`src/rtl/mem_arb_pkg.sv`:
```
// Shared types and widths for the two-master memory port arbiter.
package mem_arb_pkg;

    localparam int unsigned ADDR_W = 32;
    localparam int unsigned DATA_W = 32;

    typedef enum logic [1:0] {
        IDLE  = 2'd0,
        ISSUE = 2'd1,
        WAIT  = 2'd2,
        RESP  = 2'd3
    } arb_state_t;

    typedef logic owner_t;

    localparam owner_t OWNER_CPU = 1'b0;
    localparam owner_t OWNER_DMA = 1'b1;

    typedef struct packed {
        logic              we;
        logic [ADDR_W-1:0] addr;
        logic [DATA_W-1:0] wdata;
    } mem_req_t;

endpackage

```
`src/rtl/rr_arbiter2.sv`:
```
// Two-way round-robin pick; the last-grant pointer moves only when a grant is taken.
module rr_arbiter2
    import mem_arb_pkg::*;
(
    input  logic       clk,
    input  logic       rst,
    input  logic [1:0] req,
    input  logic       advance,
    output owner_t     grant_c,
    output logic       valid_c
);

    owner_t last_q;

    // On a tie the master that did not win last time is chosen.
    always_comb begin
        valid_c = |req;
        grant_c = owner_t'(~last_q);
        case (req)
            2'b01:   grant_c = OWNER_CPU;
            2'b10:   grant_c = OWNER_DMA;
            default: ;
        endcase
    end

    always_ff @(posedge clk) begin
        if (rst) begin
            last_q <= OWNER_DMA;
        end else if (advance) begin
            last_q <= grant_c;
        end
    end

endmodule

```
`src/rtl/mem_port_arbiter.sv`:
```
// Arbitrates CPU and DMA masters onto one memory port: IDLE -> ISSUE -> WAIT -> RESP.
// Optional busy watchdog compiled in with `define ARB_TIMEOUT_EN.
module mem_port_arbiter
    import mem_arb_pkg::*;
#(
    parameter int unsigned READ_LAT    = 1,
    parameter int unsigned TIMEOUT_CYC = 255
) (
    input  logic              i_Clk,
    input  logic              i_Rst,
    input  logic              i_Req0,
    input  logic              i_Req1,
    input  logic              i_We0,
    input  logic              i_We1,
    input  logic [ADDR_W-1:0] i_Addr0,
    input  logic [ADDR_W-1:0] i_Addr1,
    input  logic [DATA_W-1:0] i_WData0,
    input  logic [DATA_W-1:0] i_WData1,
    output logic              o_Ack0,
    output logic              o_Ack1,
    output logic [DATA_W-1:0] o_RData,
    output logic              o_Err,
    output logic              o_WEnable,
    output logic              o_REnable,
    output logic [ADDR_W-1:0] o_WAddr,
    output logic [ADDR_W-1:0] o_RAddr,
    output logic [DATA_W-1:0] o_WData,
    input  logic [DATA_W-1:0] i_RData,
    input  logic              i_Err,
    input  logic              i_MemBusy
);

    localparam int unsigned CNT_W = 4;

    if (READ_LAT < 1 || READ_LAT > 15 || TIMEOUT_CYC < 1) begin : g_bad_cfg
        $error("mem_port_arbiter: READ_LAT must be 1..15 and TIMEOUT_CYC at least 1");
    end

    arb_state_t       state_q, state_d;
    owner_t           owner_q;
    logic             we_q;
    logic [CNT_W-1:0] cnt_q;

    owner_t   grant_c;
    logic     grant_valid_c;
    logic     grant_fire;
    logic     timeout_fire;
    owner_t   owner_next;
    mem_req_t sel;
    logic     issue_next;

`ifdef ARB_TIMEOUT_EN
    localparam int unsigned BUSY_W = $clog2(TIMEOUT_CYC + 1);
    logic [BUSY_W-1:0] busy_cnt_q;
`endif

    rr_arbiter2 u_rr (
        .clk     (i_Clk),
        .rst     (i_Rst),
        .req     ({i_Req1, i_Req0}),
        .advance (grant_fire),
        .grant_c (grant_c),
        .valid_c (grant_valid_c)
    );

    // Payload of whichever master the arbiter currently favours.
    always_comb begin
        sel = '{we: i_We0, addr: i_Addr0, wdata: i_WData0};
        if (grant_c == OWNER_DMA) begin
            sel = '{we: i_We1, addr: i_Addr1, wdata: i_WData1};
        end
    end

    // Next-state logic.
    always_comb begin
        state_d      = state_q;
        grant_fire   = 1'b0;
        timeout_fire = 1'b0;
        unique case (state_q)
            IDLE: begin
                if (grant_valid_c && !i_MemBusy) begin
                    state_d    = ISSUE;
                    grant_fire = 1'b1;
                end
`ifdef ARB_TIMEOUT_EN
                else if (grant_valid_c && busy_cnt_q == BUSY_W'(TIMEOUT_CYC - 1)) begin
                    state_d      = RESP;
                    grant_fire   = 1'b1;
                    timeout_fire = 1'b1;
                end
`endif
            end
            ISSUE: state_d = WAIT;
            WAIT: begin
                if (cnt_q == '0) begin
                    state_d = RESP;
                end
            end
            RESP:    state_d = IDLE;
            default: state_d = IDLE;
        endcase
    end

    assign owner_next = grant_fire ? grant_c : owner_q;
    assign issue_next = (state_d == ISSUE);

    always_ff @(posedge i_Clk) begin
        if (i_Rst) begin
            state_q <= IDLE;
        end else begin
            state_q <= state_d;
        end
    end

    // Transaction context and the WAIT down-counter.
    always_ff @(posedge i_Clk) begin
        if (i_Rst) begin
            owner_q <= OWNER_CPU;
            we_q    <= 1'b0;
            cnt_q   <= '0;
        end else begin
            if (grant_fire) begin
                owner_q <= grant_c;
                we_q    <= sel.we;
            end
            if (state_q == ISSUE) begin
                cnt_q <= CNT_W'(READ_LAT - 1);
            end else if (state_q == WAIT && cnt_q != '0) begin
                cnt_q <= cnt_q - CNT_W'(1);
            end else begin
                cnt_q <= '0;
            end
        end
    end

`ifdef ARB_TIMEOUT_EN
    // Consecutive cycles an IDLE request has been blocked by a busy memory.
    always_ff @(posedge i_Clk) begin
        if (i_Rst) begin
            busy_cnt_q <= '0;
        end else if (state_q == IDLE && grant_valid_c && i_MemBusy && !timeout_fire) begin
            busy_cnt_q <= busy_cnt_q + BUSY_W'(1);
        end else begin
            busy_cnt_q <= '0;
        end
    end
`endif

    // Outputs are registered so they line up with the state they belong to.
    always_ff @(posedge i_Clk) begin
        if (i_Rst) begin
            o_Ack0    <= 1'b0;
            o_Ack1    <= 1'b0;
            o_RData   <= '0;
            o_Err     <= 1'b0;
            o_WEnable <= 1'b0;
            o_REnable <= 1'b0;
            o_WAddr   <= '0;
            o_RAddr   <= '0;
            o_WData   <= '0;
        end else begin
            o_WEnable <= issue_next && sel.we;
            o_REnable <= issue_next && !sel.we;
            o_WAddr   <= (issue_next && sel.we)  ? sel.addr  : '0;
            o_RAddr   <= (issue_next && !sel.we) ? sel.addr  : '0;
            o_WData   <= (issue_next && sel.we)  ? sel.wdata : '0;
            o_Ack0    <= (state_d == RESP) && (owner_next == OWNER_CPU);
            o_Ack1    <= (state_d == RESP) && (owner_next == OWNER_DMA);
            o_Err     <= (state_d == RESP) && (timeout_fire || i_Err);
            o_RData   <= (state_q == WAIT && state_d == RESP && !we_q) ? i_RData : '0;
        end
    end

endmodule

```
`config.mk`:
```
export PLATFORM = sky130hd
export DESIGN_NAME = mem_port_arbiter
export DESIGN_NICKNAME = d
export VERILOG_FILES = /design/src/rtl/mem_arb_pkg.sv /design/src/rtl/rr_arbiter2.sv /design/src/rtl/mem_port_arbiter.sv
export SDC_FILE = /design/constraint.sdc
export NUM_CORES = 1
export LEC_CHECK = 0
export CAP_MARGIN = 20
export CORE_AREA = 2 2 134 110
export DETAILED_ROUTE_END_ITERATION = 10
export DIE_AREA = 0 0 136 112
export GPL_TIMING_DRIVEN = 0
export PLACE_DENSITY = 0.82
export SYNTH_ARGS = -nofsm -noshare
export SYNTH_HDL_FRONTEND = slang
export SYNTH_SLANG_ARGS = --single-unit
```
`constraint.sdc`:
```
create_clock -name i_Clk -period 3.2 [get_ports i_Clk]
set_clock_uncertainty 0.2 [all_clocks]
set_input_delay 0.8 -clock i_Clk [delete_from_list [all_inputs] [get_ports i_Clk]]
set_output_delay 0.8 -clock i_Clk [all_outputs]
set_load 0.005 [all_outputs]
```
==> out/qor.txt <==
========================================================================================
Leftover overflow at the end of global routing                                         0
Slew at the pin closest to its max-slew limit                                  0.8237 ns
Sequential-to-total area share from yosys stat                                    0.5963
Arrival time reported for the critical path endpoint                             3.09 ns
Final Hold Vio Count                                                                   0
Syn Std Cell Area                                                               4767 um2
DP Area                                                                         8000 um2
Inserted Clock Buffers                                                                17
Worst hold path stage count                                                            1
Total leakage power                                                             3.534 nW
Endpoint of the worst-slack reg-to-reg timing path                          o_WAddr[18]$_SDFF_PP0_
End point of the worst hold path                                            cnt_q[0]$_SDFF_PP0_
Family with the most delay on the worst path                                buffers and inverters
Maximum clock rate                                                             331.6 MHz
Buffer type at the clock tree root                                          sky130_fd_sc_hd__clkbuf_16
Post-synthesis to final-layout area growth                                        80.47%
Largest stage delay, worst path                                                  0.46 ns
Number of core rows                                                                   39
Cell chain of the critical path                                             clkdlybuf4s50_1 -> inv_1 -> ha_1 -> or2_2 -> and3_1 -> o21ai_1 -> clkbuf_1 -> nor3_1
Setup repair after global routing missed its margin                                   no
Via count of the first global-routing pass                                          4383
Final layout net count                                                               951
Synthesized netlist net count                                                        632
Number of clock sinks                                                                142
Initial Utilization                                                               0.3416
DP HPWL                                                                         11.59 mm
Violation count after the first detailed-route iteration                             136
PwrDens                                                                     691.7 nW/um2
Total routed wirelength                                                         14.81 mm
Number of input and output port buffers inserted                                     300
Top Ports                                                                            301
Hold Crit Class                                                               reg -> reg
Pin count of the biggest net entering global routing                                  20
WL per Instance                                                                 15.22 um
Pre-CTS setup slack                                                           -0.4648 ns
Fill cell total of the finished layout                                              1167
Fraction of synthesized cell area taken by the top area cell type                 0.5963
Run status                                                                     completed
Post-synthesis cell count                                                            457
Worst-case vdd ir drop                                                         0.5478 mV
Count of unique library cells instantiated by Yosys                                   31
Type of element launching the critical path                                 primary input
Count of max-cap constraint violations                                                 0
Post-synthesis async set-or-reset flop share                                           0
Final worst-path setup slack                                                   0.1839 ns
Vertical extent of the die                                                        112 um
Number of antenna violations at the first check in global routing                      0
Remaining number of nets flagged by the antenna check after routing                    0
Last weighted congestion value of the routability-driven placer                   0.8553
Final setup viols                                                                      0
Area of all placed cells without fillers                                        8603 um2
Share of final-layout standard cells stronger than drive strength 1              0.09252
Post-synth top flop                                                         sky130_fd_sc_hd__dfxtp_1
Max FO, Critical Path                                                                 10
Later-pin clock latency in the skew report                                       0.41 ns
Number of hold buffers added after cts                                                 0
Global-route wire length before repair                                          22.55 mm
Diodes inserted                                                                        0
Number of levels in the clock H-tree                                                   4
Number of flops mapped to enable cells by yosys                                        0
Portion of the clock cycle consumed by the worst path in the final layout         0.9425
Syn_area_per_cell                                                              10.43 um2
Die X-Extent                                                                      136 um
Sort of element at the end of the critical path                                 register
Launch instance of the worst register-to-register path                      state_q[0]$_SDFF_PP0_
Clock slew seen by the registers of the worst setup and hold paths               0.06 ns
Count of pins over their slew limit                                                    0
Ratio of routed vias to standard cells                                             4.519
Shortest period the worst path allows                                           3.016 ns
Min-delay src                                                               cnt_q[0]$_SDFF_PP0_
Total power consumption of the routed design                                    5.951 mW
Max-slew headroom                                                                 0.4509
Register-to-register setup slack                                                 0.59 ns
Detailed Routing Iterations Pass 1                                                     5
Area of the core region                                                        13960 um2
Yosys warning total                                                                    0
Residual DRC count                                                                     0
Buffers plus inverters on the worst setup path                                         3
Category of the critical setup timing path                                     in -> reg
Overall die area                                                               15230 um2
Multi-input combinational cell area                                             1733 um2
Worst path slowest cell                                                     sky130_fd_sc_hd__clkdlybuf4s50_1
Critical path data required time                                                 3.27 ns
Clock tree from TritonCTS                                                            yes
Number of flip-flops and latches in the synthesized netlist                          142
GRT Overall Usage                                                                 0.1937
Area taken by flip-flops and latches                                            2843 um2
Area leader, netlist                                                        sky130_fd_sc_hd__dfxtp_1
Leading post-synthesis cells by cell area                                   sky130_fd_sc_hd__dfxtp_1 60%, sky130_fd_sc_hd__mux2i_1 6.9%, sky130_fd_sc_hd__nor3_2 6.3%
Via total after detailed routing                                                    4397
Number of buffers on the longest clock path                                            2
Worst reg2reg path depth                                                               7
========================================================================================
## worst max-delay path by stage
stage / startpoint / to / slack [ns] / cells after the start
finish: i_Req0 / o_WAddr[31]$_SDFF_PP0_ / 0.18 / 8
global route: i_Req1 / o_WAddr[18]$_SDFF_PP0_ / 0.02 / 8
CTS: i_Req0 / o_WData[22]$_SDFF_PP0_ / 0.005 / 8
detailed placement: i_Req0 / o_WAddr[29]$_SDFF_PP0_ / -0.46 / 9
global placement: i_Req0 / o_WAddr[29]$_SDFF_PP0_ / -0.47 / 9
floorplan: i_Req0 / o_RAddr[21]$_SDFF_PP0_ / 0.54 / 8
## placed cells by master, fill, tap and decap left out, types with 2 or more instances in the layout
master and instances:
sky130_fd_sc_hd__clkdlybuf4s50_1 300, sky130_fd_sc_hd__dfxtp_1 142, sky130_fd_sc_hd__nand2_1 67, sky130_fd_sc_hd__nor3_1 39, sky130_fd_sc_hd__a21oi_1 34, sky130_fd_sc_hd__and3_1 33, sky130_fd_sc_hd__mux2i_1 33, sky130_fd_sc_hd__nor3_2 30
sky130_fd_sc_hd__clkbuf_1 25, sky130_fd_sc_hd__clkbuf_16 17, sky130_fd_sc_hd__nor2_1 10, sky130_fd_sc_hd__inv_1 8, sky130_fd_sc_hd__ha_1 7, sky130_fd_sc_hd__and2_1 4, sky130_fd_sc_hd__inv_6 4, sky130_fd_sc_hd__buf_6 3
sky130_fd_sc_hd__clkinv_4 3, sky130_fd_sc_hd__nand2b_1 2, sky130_fd_sc_hd__buf_2 2, sky130_fd_sc_hd__xnor2_1 2, sky130_fd_sc_hd__clkinvlp_4 2, sky130_fd_sc_hd__clkinv_2 2, sky130_fd_sc_hd__bufinv_16 2
## state kept, by name, indices dropped and copies added (netlist names)
signal       flops
cnt_q            4
o_Ack0           1
o_Ack1           1
o_Err            1
o_RAddr         32
o_RData         32
o_REnable        1
o_WAddr         32
o_WData         32
o_WEnable        1
owner_q          1
state_q          2
u_rr.last_q      1
we_q             1
## cells by family (layout without fill, tap and decap cells)
logic type,count (synthesis),after routing,share of synthesized area
AOI/OAI and AO/OA,41,41,0.04724
xor gates and xnor gates,2,2,0.003675
adders and majority gates,7,7,0.01837
buffers and inverters,41,373,0.04015
DFF,142,142,0.5963
muxes,33,33,0.06929
and+or+nand+nor,191,191,0.2249
## metal layers
metal	GRT usage	up-vias	wire length, um
li1	-	2173	-
met4	0.07431	0	288
met2	0.3327	183	7291
met5	0	-	0
met3	0.08880	25	1477
met1	0.2070	2016	5754
## through the flow
step	utilization	TNS, ns	hold WS [ns]	std cells
6_report	0.6165	0	0.2483	973
5_1_grt	0.6165	0	0.2831	973
4_1_cts	0.6157	0	0.2544	972
3_5_place_dp	0.5732	-29.18	0.2461	941
3_3_place_gp	0.5732	-29.59	0.2278	941
2_1_floorplan	-	0	0.2128	457
## repair_timing
action                     in CTS  in global routing
resized for setup               0                  1
setup endpoints to repair       6                 70
pin swaps                       0                  1
buffers inserted                0                  1
## area by class of cell
type                    instances  area share
repair buffers                301      0.3499
flip-flops and latches        142      0.3304
multi-input cells             274      0.2014
clock buffers                  18     0.05105
well taps                     184     0.02676
plain buffers                  32     0.01862
clock inverters                14     0.01832
inverters                       8    0.003490
## synthesized netlist by cell type (all sizes together) (4+ instances only)
cell type	instances
dfxtp	142
nor3	69
nand2	67
a21oi	34
and3	33
mux2i	33
clkbuf	25
nor2	10
buf	8
inv	8
ha	7
and2	4
## power by group
group / internal [mW] / switching [mW] / total [mW]
combinational: 0.877 / 1.01 / 1.89
sequential: 2.02 / 0.0728 / 2.10
clock: 1.18 / 0.780 / 1.96
total: 4.09 / 1.87 / 5.95
(Power assumes the default switching activity.)
==> patch 1 (same settings) <==
Put one more register stage on the output `o_Err`, cleared by the reset. The value now appears one clock later. The other outputs are not delayed to match.
--- a/src/rtl/mem_port_arbiter.sv
+++ b/src/rtl/mem_port_arbiter.sv
@@ -33,2 +33,4 @@
     localparam int unsigned CNT_W = 4;
+
+    logic o_Err_s0;
 
@@ -154,3 +156,3 @@
             o_RData   <= '0;
-            o_Err     <= 1'b0;
+            o_Err_s0  <= 1'b0;
             o_WEnable <= 1'b0;
@@ -168,4 +170,12 @@
             o_Ack1    <= (state_d == RESP) && (owner_next == OWNER_DMA);
-            o_Err     <= (state_d == RESP) && (timeout_fire || i_Err);
+            o_Err_s0  <= (state_d == RESP) && (timeout_fire || i_Err);
             o_RData   <= (state_q == WAIT && state_d == RESP && !we_q) ? i_RData : '0;
+        end
+    end
+
+    always_ff @(posedge i_Clk) begin
+        if (i_Rst) begin
+            o_Err <= '0;
+        end else begin
+            o_Err <= o_Err_s0;
         end
Formal check against the unedited RTL: not equivalent (a bounded check fails within 4 cycles, from zero or initial values and one cycle with i_Rst high).
==> patch 1 against the unedited design <==
Final cell count grew 0.21%. Clock power grew 6%. Total power grew 2.4%. Via count shrank 0.23%. Wire length grew 3.3%. Sequential cell count grew 1. Synthesized area grew 0.55%. Final area grew 0.76%. Synthesized cell count grew 0.44%. Worst setup slack lost 100 ps. Non-clock buffer count is the same. First-iteration DRC count grew 13%.
==> patch 1: results (changes against the unedited design) <==
placement:
  placed_cells_incl_taps: 943  # +0.21%
  gp_congestion: 0.760  # -11%
  placed_cell_area_mm2: 0.00803  # +0.33%
  hpwl_um: 11700  # +1.2%
  pre_cts_ws_ps: -505  # -40.5 ps
route:
  wl_met1_um: 6070  # +5.6%
  detail_route.first_pass.iterations: 4  # -1
  route.met2.wl_um: 7330  # +0.48%
  viasPerCell: 4.50  # -0.43%
  wl_um: 15300  # +3.3%
  routed-wl-met3_um: 1610  # +9.1%
synth:
  syn-num-nets: 634  # +0.32%
  syn_avg_cell_area_um2: 10.4  # +0.11%
  synth_seq_area_share_pct: 59.7  # +0.091 points
  synthTopCellsByCount: "143 x dfxtp_1, 67 x nand2_1, 39 x nor3_1, 34 x a21oi_1"
  synth.area.top_cells: "dfxtp_1 60%, mux2i_1 6.9%, nor3_2 6.3%"
layout:
  nFillCells: 1166  # -0.086%
  clock_buffers: 22  # +4
  drive_gt1_share_pct: 9.23  # -0.023 points
  stdcell_count: 975  # +0.21%
  num-multi-input-gates: 275  # +0.36%
  final_cell_area_mm2: 0.00867  # +0.76%
  regArea_mm2: 0.00286  # +0.70%
  buf_share_pct: 36.6  # -0.25 points
timing:
  timing.hold.ws_ps: 244  # -4.74 ps
  finalWorstSetupSlack_ps: 80.0  # -104 ps
clock_tree:
  clock_sinks: 143  # +0.70%
  postCtsSetupBuffers: 1  # +1
global_routing:
  met2_usage_pct: 34.3  # +1.0 points
  first_global_vias: 4456  # +1.7%
  gr-usage-met1_pct: 23.1  # +2.4 points
  met3_usage_pct: 9.38  # +0.50 points
  grt_first_pass_wirelength_um: 23700  # +5.1%
  grtUsageTotal_pct: 20.5  # +1.1 points
critical_path:
  rr_worst_depth: 6  # -1
  r2r-end: "o_WAddr[25]"
  startpoint: "i_Req1"
  cp-endpoint: "o_RData[25]"
  cp.arrival_ps: 3260  # +170 ps
  r2r_slack_ps: 530  # -60 ps
worst_hold_path:
  hold-path-endpoint: "o_Err"
  hp-start: "o_Err_s0"
status:
  status: "finished clean"
pwr:
  leakage_nw: 3.57  # +0.92%
  worst_ir_drop_vdd_uv: 385  # -30%
patch 1: kinds of logic (layout without fill, tap and decap cells):
| group | after synthesis | in the layout | share of synthesized area [%] |
|---|---|---|---|
| buffers and inverters | 41 | 373 | 3.99 |
| adder cells (fa/ha/maj) | 7 | 7 | 1.83 |
| XOR/XNOR | 2 | 2 | 0.366 |
| AND/OR/NAND/NOR | 192 | 192 | 22.5 |
| AO/OA/AOI/OAI | 41 | 41 | 4.70 |
| flip-flops | 143 | 143 | 59.7 |
| multiplexers | 33 | 33 | 6.89 |
patch 1: critical path: stages:
cell and delay (ps):
clkdlybuf4s50_1 490, inv_1 50, ha_1 170, nor2_1 310
o22ai_1 280, nor3_2 500, clkbuf_1 400, and3_1 240
patch 1: power breakdown:
part	leakage, nW	switching (mW)	internal [mW]
Clock	0.306	0.712	1.36
Sequential	1.16	0.0711	2.04
Combinational	2.10	1.03	0.878
Total	3.57	1.81	4.28
==> patch 2 (same settings) <==
Made on the original files. Build with the macro `ARB_TIMEOUT_EN` defined.
--- a/src/rtl/mem_port_arbiter.sv
+++ b/src/rtl/mem_port_arbiter.sv
@@ -2,2 +2,4 @@
 // Optional busy watchdog compiled in with `define ARB_TIMEOUT_EN.
+`define ARB_TIMEOUT_EN
+
 module mem_port_arbiter
Function: no difference found for any inputs over 10 cycles, from zero or initial values and one cycle with i_Rst high; that may be too few to reach the edited logic, so the function may still have changed.
==> patch 2 against the unedited design <==
Clock power shrank 2%. Total power shrank 13%. Sequential share of layout area grew 0.27 points. Wire length grew 11%. Sequential cell count grew 8. Via count grew 4.6%. Final area grew 4.8%. Worst setup slack lost 84 ps. Synthesized area grew 7.6%.
==> patch 2: results (changes against the unedited design) <==
status:
  status: "finished clean"
synth:
  synth.area.top_cells: "dfxtp_1 59%, mux2i_1 12%, nor3_1 8.0%"
  synth-xor-area-share_pct: 1.37  # +1.0 points
  synth_compound_area_share_pct: 2.34  # -2.4 points
  synthDistinctLibCells: 40  # +29%
  synth-adder-area-share_pct: 1.95  # +0.11 points
  synthMuxAreaShare_pct: 12.5  # +5.6 points
  synth_cells: 464  # +1.5%
  synthTopCellsByCount: "150 x dfxtp_1, 82 x nor3_1, 64 x mux2i_1, 33 x and2_1, 22 x clkbuf_1"
  synth_seq_area_share_pct: 58.5  # -1.1 points
  syn-num-nets: 640  # +1.3%
route:
  detail_route.first_pass.iterations: 4  # -1
  drt_iter0_markers: 196  # +44%
  wl_per_cell_um: 16.7  # +9.7%
  dr_total_vias: 4601  # +4.6%
global_routing:
  met2_usage_pct: 38.9  # +5.6 points
  gr-usage-met1_pct: 21.9  # +1.2 points
  grtUsageTotal_pct: 21.3  # +1.9 points
  first_global_vias: 4770  # +8.8%
  grt_first_pass_wirelength_um: 24400  # +8.4%
pwr:
  power_mw: 5.16  # -13%
  switchingPower_mw: 1.32  # -29%
  leakage_nw: 3.30  # -6.5%
  worst_ir_drop_vdd_uv: 372  # -32%
  comb-power_mw: 1.18  # -38%
critical_path:
  rr_worst_depth: 9  # +2
  cp.arrival_ps: 3180  # +90 ps
  r2r_start: "cnt_q[0]"
  r2r_slack_ps: 420  # -170 ps
timing:
  fin_crit_sh_pct: 96.9  # +2.6 points
  timing.hold.ws_ps: 281  # +32.8 ps
layout:
  nFillCells: 1080  # -7.5%
  stdcell_count: 981  # +0.82%
  area_growth_pct: 75.7
worst_hold_path:
  hold-path-endpoint: "cnt_q[0]"
placement:
  hpwl_um: 12600  # +8.6%
  gp_congestion: 0.850  # -0.62%
  placed_cell_area_mm2: 0.00836  # +4.5%
  pre_cts_ws_ps: -938  # -473 ps
clock_tree:
  ctsResizeCount: 14  # +14
==> patch 2: cell count changes in the layout (fill, tap and decap cells not counted), sizes merged, moves of 8 or more <==
cell and change:
a21oi -30, and3 -33, nor2 +11, nand2 -62
and2 +29, nor3 +31, mux2i +31, dfxtp +8
==> patch 2: final cells by class <==
| cell class | count | area share (%) |
|---|---|---|
| Clock inverter | 7 | 1.04 |
| Buffer | 31 | 1.89 |
| Multi-Input combinational cell | 275 | 22.2 |
| Sequential cell | 150 | 33.3 |
| Tap cell | 184 | 2.55 |
| Clock buffer | 25 | 5.27 |
| Inverter | 8 | 0.333 |
| Timing Repair Buffer | 301 | 33.4 |
==> patch 2: routing by layer <==
metal	wire length (um)	up-vias	part of all wire (%)
met1	6190	2121	38
met2	8420	210	51
met4	439	0	2.7
met5	0	-	0
met3	1330	34	8.1
li1	-	2236	-
